--- src/rtl/rs_latch_ctrl.sv ---
// Arbitrated two-requester controller that writes an external NAND RS latch
// with a timed active-low pulse, lets it settle, then verifies Q.
module rs_latch_ctrl #(
    parameter int PULSE_W  = 2,
    parameter int SETTLE_W = 3
) (
    input  logic clk,
    input  logic rst,
    input  logic req0_valid,
    input  logic req0_val,
    output logic req0_ready,
    input  logic req1_valid,
    input  logic req1_val,
    output logic req1_ready,
    output logic s_n,
    output logic r_n,
    input  logic q,
    output logic busy,
    output logic done,
    output logic err,
    output logic owner
);

    typedef enum logic [1:0] {IDLE, PULSE, SETTLE, CHECK} state_t;

    state_t     state, state_nx;
    logic [3:0] cnt, cnt_nx;
    logic       val_r, val_nx;
    logic       owner_nx;
    logic       q_m, q_s;
    logic       grant0, grant1;

    // q is asynchronous to clk, so it only enters the FSM through two flops.
    always_ff @(posedge clk or posedge rst) begin
        if (rst) begin
            q_m <= 1'b0;
            q_s <= 1'b0;
        end else begin
            // NOTE: non-blocking assignments let q_m and q_s form a real
            // two-stage pipeline; blocking ones would collapse it to one flop.
            q_m <= q;
            q_s <= q_m;
        end
    end

    // NOTE: every always_comb output gets a default first, so no path through
    // the case statement can leave one unassigned and infer a latch.
    always_comb begin
        state_nx = state;
        cnt_nx   = cnt;
        val_nx   = val_r;
        owner_nx = owner;
        grant0   = 1'b0;
        grant1   = 1'b0;
        unique case (state)
            IDLE: begin
                // A tie goes to the requester that was not served last.
                grant0 = req0_valid && (!req1_valid || owner);
                grant1 = req1_valid && (!req0_valid || !owner);
                if (grant0 || grant1) begin
                    state_nx = PULSE;
                    cnt_nx   = 4'(PULSE_W - 1);
                    val_nx   = grant0 ? req0_val : req1_val;
                    owner_nx = grant1;
                end
            end
            PULSE: begin
                if (cnt == 4'd0) begin
                    state_nx = SETTLE;
                    cnt_nx   = 4'(SETTLE_W - 1);
                end else begin
                    cnt_nx = cnt - 4'd1;
                end
            end
            SETTLE: begin
                if (cnt == 4'd0) state_nx = CHECK;
                else             cnt_nx   = cnt - 4'd1;
            end
            CHECK:   state_nx = IDLE;
            default: state_nx = IDLE;
        endcase
    end

    // NOTE: the asynchronous reset forces the latch drive inactive the moment
    // rst rises, without waiting for a clock edge.
    always_ff @(posedge clk or posedge rst) begin
        if (rst) begin
            state <= IDLE;
            cnt   <= 4'd0;
            val_r <= 1'b0;
            owner <= 1'b1;
            s_n   <= 1'b1;
            r_n   <= 1'b1;
        end else begin
            state <= state_nx;
            cnt   <= cnt_nx;
            val_r <= val_nx;
            owner <= owner_nx;
            // Decoded from the next state so the drive lines up with PULSE;
            // a single val bit selects the line, so both can never be low.
            s_n   <= !((state_nx == PULSE) && val_nx);
            r_n   <= !((state_nx == PULSE) && !val_nx);
        end
    end

    assign req0_ready = grant0 && !rst;
    assign req1_ready = grant1 && !rst;
    assign busy       = (state != IDLE);
    assign done       = (state == CHECK);
    assign err        = done && (q_s != val_r);

endmodule

--- config.mk ---
export PLATFORM = sky130hd
export DESIGN_NAME = rs_latch_ctrl
export DESIGN_NICKNAME = d
export VERILOG_FILES = /design/src/rtl/rs_latch_ctrl.sv
export SDC_FILE = /design/constraint.sdc
export NUM_CORES = 1
export LEC_CHECK = 0
export ABC_AREA = 1
export CAP_MARGIN = 20
export CELL_PAD_IN_SITES_DETAIL_PLACEMENT = 0
export CELL_PAD_IN_SITES_GLOBAL_PLACEMENT = 2
export CORE_MARGIN = 3
export CORE_UTILIZATION = 30
export DETAILED_ROUTE_END_ITERATION = 10
export PLACE_DENSITY = 0.78
export SETUP_SLACK_MARGIN = 0.5
export SYNTH_ARGS = -nofsm -noshare
export SYNTH_HDL_FRONTEND = slang
export SYNTH_SLANG_ARGS = --single-unit
--- constraint.sdc ---
create_clock -name clk -period 4.1 [get_ports clk]
set_clock_uncertainty 0.1 [all_clocks]
set_input_delay 0.82 -clock clk [delete_from_list [all_inputs] [get_ports clk]]
set_output_delay 0.82 -clock clk [all_outputs]
set_load 0.03 [all_outputs]
Word-level counts from Yosys, hierarchy flattened --
Index checks and enable logic that the tools add are counted.
Operators by class: multiplexer cells 13, $add $sub $neg 1, reduce and logical (&&, ||, !) cells 23, equality and inequality tests 7
Operator list (number):
- 4-bit 2-to-1 mux | 3
- 4-bit one-hot mux with 3 select lines | 1
- 2-bit one-hot mux with 4 select lines | 1
- 1-bit logical AND | 7
- 1-bit logical NOT | 7
- 2-bit 2-to-1 mux | 3
- 1-bit 2-to-1 mux | 5
- 2-bit by 1-bit equality test with 1-bit output (second input constant) | 2
- 2-bit equality test (second input constant) | 2
- 4-bit logical NOT | 1
- 2-bit inequality test (second input constant) | 2
- 4-bit by 1-bit subtractor with 4-bit output (second input constant) | 1
- 1-bit logical OR | 3
- 3-bit AND reduction | 1
- 3-bit nonzero test | 1
- 2-bit logical NOT | 1
- 2-bit AND reduction | 1
- 2-bit nonzero test | 1
- 1-bit inequality test | 1
Word-level totals: register bits 12, output and inout bits 8, word-level logic and storage cells 52, input port bits 7

Longest topological paths before layout --
depth in word-level cells 9, gate-level depth with buffers 9, mapped depth without buffers 9

Worst setup path after synthesis --
No wires, ideal clock.
path type input port to output port, start input req1_valid, end output req0_ready, data arrival time 1420 ps, cell stages on the path 3, data required time 3180 ps, slack 1760 ps, cells stage by stage nand2_1 > nand3_1 > nor2_1
Between the ends: word-level cells in the longest chain between the ends 5
Ends and longest elaborated chain:
- from (decl) | line 12 | input logic req1_valid,
- 1-bit logical NOT | line 58 | grant0 = req0_valid && (!req1_valid || owner);
- 1-bit logical OR | line 58
- 1-bit logical AND | line 58
- 1-bit 2-to-1 mux | line 55 | unique case (state)
- 1-bit logical AND | line 106 | assign req0_ready = grant0 && !rst;
- to (decl) | line 11 | output logic req0_ready,
Every way passes these cells.

Final worst setup path --
Ends and elaborated chain as after synthesis.

==> impl_metrics.ini <==
[critical_path]
crit_slowest_cell = clkdlybuf4s50_1
max_stage_delay_ns = 0.67
crit_fanout = 4
reg2reg_to = r_n
timing.rr.start = state[0]
reg2reg_slack_ns = 2.58
cp-start-kind = input port
cp.arrival_ns = 2.30
cp_common_cell = clkdlybuf4s50_1
crit_type = input port to output port
cp.required_ns = 3.18
critPathCaptureType = output port
rr_worst_depth = 9
worstPathCellList = clkdlybuf4s50_1 -> nand2_1 -> nand3_1 -> nor2_1 -> clkdlybuf4s50_1

[die]
die_w_um = 56.9
rows = 17
chipHeight_um = 56.9
io_pins = 15
initial_core_util_pct = 33.2
core-area_mm2 = 0.00234
dieArea_mm2 = 0.00323

[grt]
grt_remaining_overflow = 0
track_usage_pct = 11.0
grt_pass1_vias = 661
grt_max_degree = 13
antenna_found_initial = 0
grt_pass1_wl_mm = 2.83

[clock_tree]
numCtsBuffers = 3
clk_latency_ns = 0.26
htreeDepth = 1
cts_resized = 0
clk_pin_slew_ns = 0.08
cts-root-buf = clkbuf_4
cts.sinks = 12
cts_max_path_buffers = 2
cts_tree = yes
hold_buffers = 0
post-cts-setup-buffers = 0

[cells_and_area]
instances_no_fill = 150
final_nets = 137
final_util_pct = 42.2
synthToLayoutAreaGrowth_pct = 27.3
drive_gt1_share_pct = 15.6
n_antenna_cell = 0

[detailed_routing]
drt-total-wl_mm = 1.65
drt_iter0_drc = 8
drc = 0
vias = 682
via_per_inst = 4.55
drt_first_pass_iters = 4
antenna_left = 0
wl_per_cell_um = 11.0

[status]
status = complete, no violations

[logic_synthesis]
syn_nets = 118
syn_inst = 104
seq_area_frac_synth_pct = 39.2
synth_most_common_cell = nand2_1
synth_area_leaders = dfrtp_1 29%, nand2_1 16%, ha_1 11%
synth.cells.most_frequent = 33 x nand2_1, 16 x inv_1, 9 x dfrtp_1
yosys_register_bits = 12
synth_top_area_cell = dfrtp_1
synthFlopType = dfrtp_1
synth.distinct_cells = 18
ys_warn_count = 0
syn_avg_cell_area_um2 = 7.46
yosysTopAreaCellShare_pct = 29.0
synth_edf_count = 0
synthArstFlopShare_pct = 100
syn_area_um2 = 776

[pwr]
powerDensity_mw_per_mm2 = 837
ir_worst_vdd_uv = 398
leakage_nw = 0.512

[sta]
worst_pin_slew_ns = 0.436
setup_violations = 0
worst_slack_ns = 0.881
max_freq_ghz = 0.311
whs_ns = 0.261
slew_viol_final = 0
min_period_ns = 3.22
fin_setup_tns_ns = 0
layout_worst_path_cycle_share_pct = 78.5
finalHoldViolCount = 0
rsz0062_at_grt = false
relSlewSlack_pct = 70.9

[placed_design]
io_buffers = 14
placedCellCount = 146
dp_worst_setup_slack_ns = 0.876
hpwl_mm = 1.34
finalWeightedCongestion = 0.771

[hold_path]
hp-start = q_m
hold_class = register to register
hold_path_depth = 0
hold_path_end = q_s

[run]
max_cap_viol_count = 0
[flip-flops by register name, indices dropped and copies added, names as in the netlist]
register  flops
cnt           4
owner         1
q_m           1
q_s           1
r_n           1
s_n           1
state         2
val_r         1
[power breakdown]
group          internal [W]  switching [W]
Combinational      0.000194       0.000334
Clock             0.0000539      0.0000367
Sequential         0.000174      0.0000350
Total              0.000421       0.000405
[layout by cell type, fill, tap and decap left out, types with 4 or more instances in the layout]
cell	netlist	routed
nand2_1	33	33
inv_1	16	16
clkdlybuf4s50_1	0	14
dfrtp_1	9	9
nand3_1	7	7
nor2_1	7	7
ha_1	7	7
o21ai_0	4	4
[cells by family (layout without fill, tap and decap cells)]
family | count (synthesis) | after routing | share of synthesized area (%)
DFF | 12 | 12 | 39.2
and+or+nand+nor | 57 | 57 | 32.9
buffers and inverters | 19 | 37 | 9.19
adders and majority gates | 7 | 7 | 11.3
AOI/OAI and AO/OA | 9 | 9 | 7.42
[stage by stage]
stage	total power (W)	instance area (µm²)
2_1_floorplan	0.000596	776
3_3_place_gp	0.000748	951
3_5_place_dp	0.000742	951
4_1_cts	0.000838	987
5_1_grt	0.000917	987
6_report	0.000827	987
[worst max path at each step]
stage                    start          to  slack (ns)
floorplan           req1_valid  req0_ready        1.76
global placement    req0_valid  req1_ready        0.90
detailed placement  req0_valid  req1_ready        0.88
CTS                 req0_valid  req1_ready        0.87
global route        req0_valid  req1_ready        0.78
finish              req1_valid  req0_ready        0.88
[layer usage]
| layer | part of all wire, % | GRT usage, % |
|---|---|---|
| met1 | 52 | 15.8 |
| met2 | 45 | 16.7 |
| met3 | 2.1 | 1.15 |
| met4 | 0.61 | 4.97 |
| met5 | 0 | 0 |
[worst max-delay path, delay by kind of cell]
kind	cells	cell delay, ns
buffers and inverters	2	1.11
and+or+nand+nor	3	0.36
[layout make-up]
class,count,area [µm²]
fillers,262,1350
multi-input cells,73,400
flip-flops and latches,12,304
repair buffers,14,140
inverters,19,71.3
clock buffers,4,36.3
well taps,28,35.0
Note: power is estimated with default switching activity, not from simulation.
